File: src/rtl/cdb_arbiter.sv
// cdb_arbiter: round-robin arbiter that picks one finished reservation
// station per cycle, grants it retirement and drives the common data bus.
// Grant, retire and broadcast are combinational from ready; only the
// rotation pointer (and optional counters) are registered.
// Optional feature macro: CDB_PERF_COUNTERS_EN adds the grant_count and
// contention_count ports and their saturating counters.
module cdb_arbiter #(
    parameter int DATA_WIDTH = 32,
    parameter int NUM_RS     = 4
) (
    input  logic                         clk,
    input  logic                         rst,
    input  logic [NUM_RS-1:0]            ready,
    input  logic [NUM_RS-1:0]            has_rd,
    input  logic [NUM_RS*DATA_WIDTH-1:0] result,
    input  logic                         flush,
    output logic [NUM_RS-1:0]            do_retire,
    output logic                         cdb_valid,
    output logic [DATA_WIDTH-1:0]        cdb_result,
    output logic [2:0]                   cdb_rs_id
`ifdef CDB_PERF_COUNTERS_EN
    ,
    output logic [31:0]                  grant_count,
    output logic [31:0]                  contention_count
`endif
);

    logic [2:0] ptr;
    logic [2:0] ptr_next;
    logic [2:0] grant_idx;
    logic       grant_found;
    logic       grant;
    logic [3:0] idx;
    logic [3:0] g_plus;

    // Search ready starting at ptr and wrapping; first hit wins.
    // idx is kept 4 bits wide so ptr+k never overflows before the modulo fold.
    always_comb begin
        grant_found = 1'b0;
        grant_idx   = 3'd0;
        idx         = 4'd0;
        for (int k = 0; k < NUM_RS; k++) begin
            idx = {1'b0, ptr} + 4'(k);
            if (idx >= 4'(NUM_RS)) begin
                idx = idx - 4'(NUM_RS);
            end
            for (int i = 0; i < NUM_RS; i++) begin
                if (!grant_found && ready[i] && (idx == 4'(i))) begin
                    grant_found = 1'b1;
                    grant_idx   = 3'(i);
                end
            end
        end
        grant = grant_found && !flush;
    end

    // Retire grant and bus drive; bus fields are zero whenever nothing is broadcast.
    always_comb begin
        do_retire  = '0;
        cdb_valid  = 1'b0;
        cdb_result = '0;
        cdb_rs_id  = 3'd0;
        for (int i = 0; i < NUM_RS; i++) begin
            if (grant && (grant_idx == 3'(i))) begin
                do_retire[i] = 1'b1;
                cdb_valid    = has_rd[i];
                if (has_rd[i]) begin
                    cdb_result = result[i*DATA_WIDTH +: DATA_WIDTH];
                    cdb_rs_id  = 3'(i);
                end
            end
        end
    end

    // Pointer moves just past the winner; holds when no grant (including flush).
    always_comb begin
        g_plus   = {1'b0, grant_idx} + 4'd1;
        ptr_next = ptr;
        if (grant) begin
            ptr_next = (g_plus >= 4'(NUM_RS)) ? 3'd0 : g_plus[2:0];
        end
    end

    // Pointer register; reset drops rotation history so the lowest index is favoured.
    always_ff @(posedge clk) begin
        if (rst) begin
            ptr <= 3'd0;
        end else begin
            ptr <= ptr_next;
        end
    end

`ifdef CDB_PERF_COUNTERS_EN
    logic [3:0] ready_cnt;
    logic       contention;

    // Contention means more than one station competing in a non-flush cycle.
    always_comb begin
        ready_cnt = 4'd0;
        for (int i = 0; i < NUM_RS; i++) begin
            ready_cnt = ready_cnt + 4'(ready[i]);
        end
        contention = (ready_cnt > 4'd1) && !flush;
    end

    // Saturating performance counters.
    always_ff @(posedge clk) begin
        if (rst) begin
            grant_count      <= 32'd0;
            contention_count <= 32'd0;
        end else begin
            if (grant && (grant_count != 32'hFFFF_FFFF)) begin
                grant_count <= grant_count + 32'd1;
            end
            if (contention && (contention_count != 32'hFFFF_FFFF)) begin
                contention_count <= contention_count + 32'd1;
            end
        end
    end
`endif

endmodule

File: config.mk
export PLATFORM = sky130hd
export DESIGN_NAME = cdb_arbiter
export DESIGN_NICKNAME = d
export VERILOG_FILES = /design/src/rtl/cdb_arbiter.sv
export SDC_FILE = /design/constraint.sdc
export NUM_CORES = 1
export LEC_CHECK = 0
export ABC_AREA = 0
export CORE_AREA = 2 2 99 73
export CTS_BUF_LIST = sky130_fd_sc_hd__clkbuf_4
export CTS_CLUSTER_DIAMETER = 100
export DETAILED_ROUTE_END_ITERATION = 10
export DIE_AREA = 0 0 101 75
export PLACE_DENSITY = 0.91
export SYNTH_ARGS = -nofsm -noshare
export SYNTH_HDL_FRONTEND = slang
export SYNTH_SLANG_ARGS = --single-unit
File: constraint.sdc
create_clock -name clk -period 4.5 [get_ports clk]
set_clock_uncertainty 0.2 [all_clocks]
set_input_delay 0.9 -clock clk [delete_from_list [all_inputs] [get_ports clk]]
set_output_delay 0.9 -clock clk [all_outputs]
set_load 0.02 [all_outputs]
# --- Yosys cells after proc, flatten, opt, wreduce, memory -nomap -nowiden ---
# Index checks and enable logic that the tools add are counted.
op_classes:
  n_lt_le_gt_ge: 5
  reduce_logical: 57
  mux: 58
  n_addsub: 8
  eq_ne: 15
ops:
  columns: ["operator", "n"]
  rows:
  - ["$mux 32", 8]
  - ["$mux 3", 19]
  - ["$logic_and 1x1->1", 36]
  - ["$eq 4x2->1 const B", 8]
  - ["$mux 1", 27]
  - ["$eq 4x1->1 const B", 4]
  - ["$ge 4x3->1 const B", 4]
  - ["$logic_not 1->1", 16]
  - ["$logic_not 4->1", 4]
  - ["$mux 4", 4]
  - ["$sub 4x3->4 const B", 3]
  - ["$add 3x1->4 const B", 2]
  - ["$add 3x2->4 const B", 2]
  - ["$eq 3x2->1 const B", 2]
  - ["$sub 3x3->4 const B", 1]
  - ["$eq 3x1->1 const B", 1]
  - ["$ge 3x3->1 const B", 1]
  - ["$logic_not 3->1", 1]
word_totals:
  input_bits: 139
  out_inout_bits: 40
  regBits: 3
  word_cells: 144

# --- Logic depth before layout (Yosys ltp) ---
logic_depth:
  ltp_word: 74
  ltp_mapped: 17

# --- Least setup slack after synthesis ---
# Ideal clock, no wire load.
synth_timing:
  path_kind: "register -> output"
  startpoint: "register ptr[2]"
  endpoint: "output cdb_result[28]"
  path_stages_with_launch: 15
  arrival_time_ns: 3.557
  path_buffers: 3
  slack_ns: -0.157
  cell_sequence: "dfxtp_1 clkbuf_1 o21ai_0 ha_1 nor2_1 or4b_1 o22ai_1 inv_1 ha_1 and2_1 clkbuf_1 nor2_1 clkbuf_1 a221oi_1 nor3_2"
synth_via:
  elab_chain_len: 74
  elab_cells_between_ends: 124
synth_lines:
  columns: ["item", "line", "text"]
  rows:
  - ["from (decl)", "28", "logic [2:0] ptr;"]
  - ["from (signal assigned)", "89", "ptr <= ptr_next;"]
  - ["$sub 3x3->4 or $ge 3x3->1 (tied branches)", "45, 44", null]
  - ["$mux 4", "44", "if (idx >= 4'(NUM_RS)) begin"]
  - ["$logic_not 4->1", "48", "if (!grant_found && ready[i] && (idx == 4'(i))) begin"]
  - ["$logic_and 1x1->1", "48", null]
  - ["$mux 1", "48", null]
  - ["$logic_not 1->1", "48", null]
  - ["$logic_and 1x1->1 (2 in series)", "48", null]
  - ["$mux 1", "48", null]
  - ["[57 not listed]", null, null]
  - ["$logic_and 1x1->1", "64", "if (grant && (grant_idx == 3'(i))) begin"]
  - ["$mux 32", "64", null]
  - ["$mux 32", "67", "if (has_rd[i]) begin"]
  - ["$mux 32", "64", null]
  - ["$mux 32", "67", null]
  - ["$mux 32", "64", null]
  - ["$mux 32", "67", null]
  - ["$mux 32 *", "64", null]
  - ["to (decl)", "19", "output logic [DATA_WIDTH-1:0] cdb_result,"]
# Mark *: on every way between the ends. The rest lies on a longest branch, timed or not.

# --- Worst setup path after layout ---
layout_timing:
  startpoint: "input ready[0]"
  endpoint: "output cdb_result[27]"
layout_via:
  elab_chain_len: 71
  elab_cells_between_ends: 93
layout_lines:
  columns: ["item", "line", "text"]
  rows:
  - ["from (decl)", "13", "input logic [NUM_RS-1:0] ready,"]
  - ["$logic_and 1x1->1", "48", null]
  - ["$mux 1", "48", null]
  - ["$logic_not 1->1", "48", null]
  - ["$logic_and 1x1->1 (2 in series)", "48", null]
  - ["$mux 1", "48", null]
  - ["$logic_not 1->1", "48", null]
  - ["$logic_and 1x1->1 (2 in series)", "48", null]
  - ["$mux 1", "48", null]
  - ["[53 not listed]", null, null]
  - ["$logic_and 1x1->1", "64", null]
  - ["$mux 32", "64", null]
  - ["$mux 32", "67", null]
  - ["$mux 32", "64", null]
  - ["$mux 32", "67", null]
  - ["$mux 32", "64", null]
  - ["$mux 32", "67", null]
  - ["$mux 32 *", "64", null]
# Marked as above.

==> results_dict.tcl <==
set metrics [dict create \
    status "completed" \
    top_regs "ptr: 3 flops" \
    grt_max_degree 26 \
    drt_pass1_iterations 4 \
    clk_latency_ns 0.25 \
    num_vias 3121 \
    hold_viol 0 \
    cts-htree-levels 1 \
    min_path_type "register to register" \
    pin_count 179 \
    dpl_cell_area_sq_um 3910 \
    synth-seq-area-share_pct 3.33 \
    critical_path.max_fanout 5 \
    synthTopCellsByArea "nor3_4 (26%), a221oi_1 (16%), o22ai_1 (11%), ha_1 (6.2%), clkbuf_1 (3.5%)" \
    fp-row-count 25 \
    hold_buffers 0 \
    finalSetupViolCount 0 \
    grt.overflow.total 0 \
    gp_congestion 0.905 \
    finalPower_mw 1.09 \
    yosys.area_share.adder_pct 6.24 \
    syn2layout_area_growth_pct 186 \
    post-route-min-period_ns 4.49 \
    dp_hpwl_um 7540 \
    start_util_pct 27.5 \
    synth_nets 363 \
    grt_pass1_wl_um 16100 \
    die_area_sq_um 7580 \
    syn-instance-count 215 \
    critPathKind "input pin to output port" \
    yosysTopAreaCellShare_pct 26.1 \
    die_width_um 101 \
    end_kind "output port" \
    synth_edf_count 0 \
    post-synth-top-count-cell "o22ai_1" \
    async_flop_share_pct 0 \
    clock-sinks 3 \
    cp_data_arrival_time_ns 3.39 \
    rsz0062_at_grt "true" \
    path_clk_slew_ns 0.04 \
    power_density_nw_per_um2 211 \
    vdd_drop_max_uv 86.2 \
    setup_ws_ns 0.00697 \
    synth-xor-area-share_pct 0.971 \
    start_kind "input pin" \
    hold_ws_ns 0.511 \
    required_ns 3.40 \
    dp_slack_ns -0.795 \
    vias_per_cell 5.93 \
    drc 0 \
    portBuffers 177 \
    yosys.area_share.simple_pct 40.6 \
    p_leak_nw 1.92 \
    cts_buffers 3 \
    drt_iter0_drc 142 \
    num_antenna_cells 0 \
    top_register "ptr" \
    clock.fmax_mhz 223 \
    synth_seq_cells 3 \
    cts_tree "done" \
    num-fill-cells 348 \
    yosysWarnings 0 \
    yosys-top-cells-count "o22ai_1 (33), a221oi_1 (32), nor3_4 (29)" \
    antenna_found_initial 0 \
    stdcell_count 526 \
    largest_reg_flops 3 \
    avgSynthCellArea_sq_um 8.39 \
    ys_types 40 \
    finalInstanceArea_sq_um 5160 \
    ant_nets 0 \
    drv_slew 0 \
    syn-cell-area_sq_um 1800 \
    ys.flop_type "dfxtp_1" \
    post_drt_wl_per_cell_um 25.3 \
    synth_compound_area_share_pct 37.2 \
    dp.cells 491 \
    grt_pass1_vias 3087 \
    root_buffer "clkbuf_4" \
    synth_top_family_by_area "simple AND/OR/NAND/NOR gates" \
    grt.total_usage_pct 28.1 \
    max_cap_violations 0 \
    core_sq_um 6570 \
    wirelength_um 13300 \
    synth_mux_area_share_pct 0 \
    clk_path_buf_depth 2 \
    nNetsFinal 594 \
    die_h_um 75 \
    layout-drive-gt1-share_pct 49.4 \
    synth_area_leader_cell "nor3_4" \
    fin_crit_sh_pct 99.8 \
]
## final timing paths
kind	depth (start not counted)	to	startpoint	slack, ns
max	15	cdb_result[27]	ready[0]	0.007
min	3	ptr[2]$_SDFFE_PP0P_	ptr[2]$_SDFFE_PP0P_	0.51
max reg2reg	14	ptr[2]$_SDFFE_PP0P_	ptr[1]$_SDFFE_PP0P_	1.65
min reg2reg	3	ptr[2]$_SDFFE_PP0P_	ptr[2]$_SDFFE_PP0P_	0.51
## report_power, final
| part | total, mW | internal [mW] | switching [mW] | leakage [nW] |
|---|---|---|---|---|
| clock network | 0.0586 | 0.0396 | 0.0191 | 0.0184 |
| logic | 0.993 | 0.532 | 0.461 | 1.87 |
| registers | 0.0360 | 0.0297 | 0.00629 | 0.0267 |
| total | 1.09 | 0.601 | 0.486 | 1.92 |
## layout by cell type, fill, tap and decap left out, drive strengths merged, types with 2 or more instances in the layout
| cell | count |
|---|---|
| nand2 | 9 |
| ha | 9 |
| a221oi | 32 |
| o21ai | 8 |
| o22ai | 33 |
| nor2b | 7 |
| a211oi | 2 |
| o311ai | 2 |
| clkdlybuf4s50 | 136 |
| buf | 103 |
| inv | 11 |
| nor2 | 9 |
| a31oi | 2 |
| dlymetal6s2s | 2 |
| nand3 | 3 |
| nor3b | 3 |
| a21oi | 5 |
| nand3b | 2 |
| dlygate4sd2 | 6 |
| nor3 | 34 |
| xnor2 | 2 |
| dfxtp | 3 |
| clkbuf | 8 |
## cells by family (layout without fill, tap and decap cells)
group / count (synthesis) / after routing
AO/OA/AOI/OAI: 90 / 90
other: 1 / 1
XOR/XNOR: 2 / 2
adder cells (fa/ha/maj): 9 / 9
flip-flops: 3 / 3
AND/OR/NAND/NOR: 74 / 74
buffers and inverters: 36 / 266
## per-layer routing
metal	track usage (%)	part of all wire, %	wire length [um]
met1	30.4	36	4830
met2	51.4	49	6550
met3	6.59	8.5	1140
met4	16.2	6.0	794
met5	0	0	0
## critical path: stages
cell and delay, ns:
dlygate4sd2_1 0.24, nor2b_1 0.42, nor4_2 0.11, a41oi_2 0.21
o22ai_2 0.10, inv_1 0.08, ha_2 0.17, and2_4 0.16
nor2_4 0.05, buf_12 0.13, buf_12 0.13, buf_16 0.15
a221oi_4 0.32, nor3_4 0.08, buf_6 0.15
## final cells by class
cell class              count  area (sq um)  area share, %
repair buffers            251          2670           51.7
clock buffers               4          30.0          0.582
multi-input cells         176          2240           43.5
well taps                  81           101           1.97
flip-flops and latches      3          71.3           1.38
inverters                  11          41.3          0.801
## stage by stage
stage	setup TNS, ns	util (%)
floorplan	0	-
global placement	-19.67	59.5
detailed placement	-24.42	59.5
CTS	0	71.4
global route	-1.31	78.5
finish	0	78.5
## timing repair
item,4_1_cts,5_1_grt
gates resized for setup,222,112
setup endpoints to repair,38,36
cloned,5,3
pin swaps,23,35
setup buffers,17,6
(Power assumes the default switching activity.)
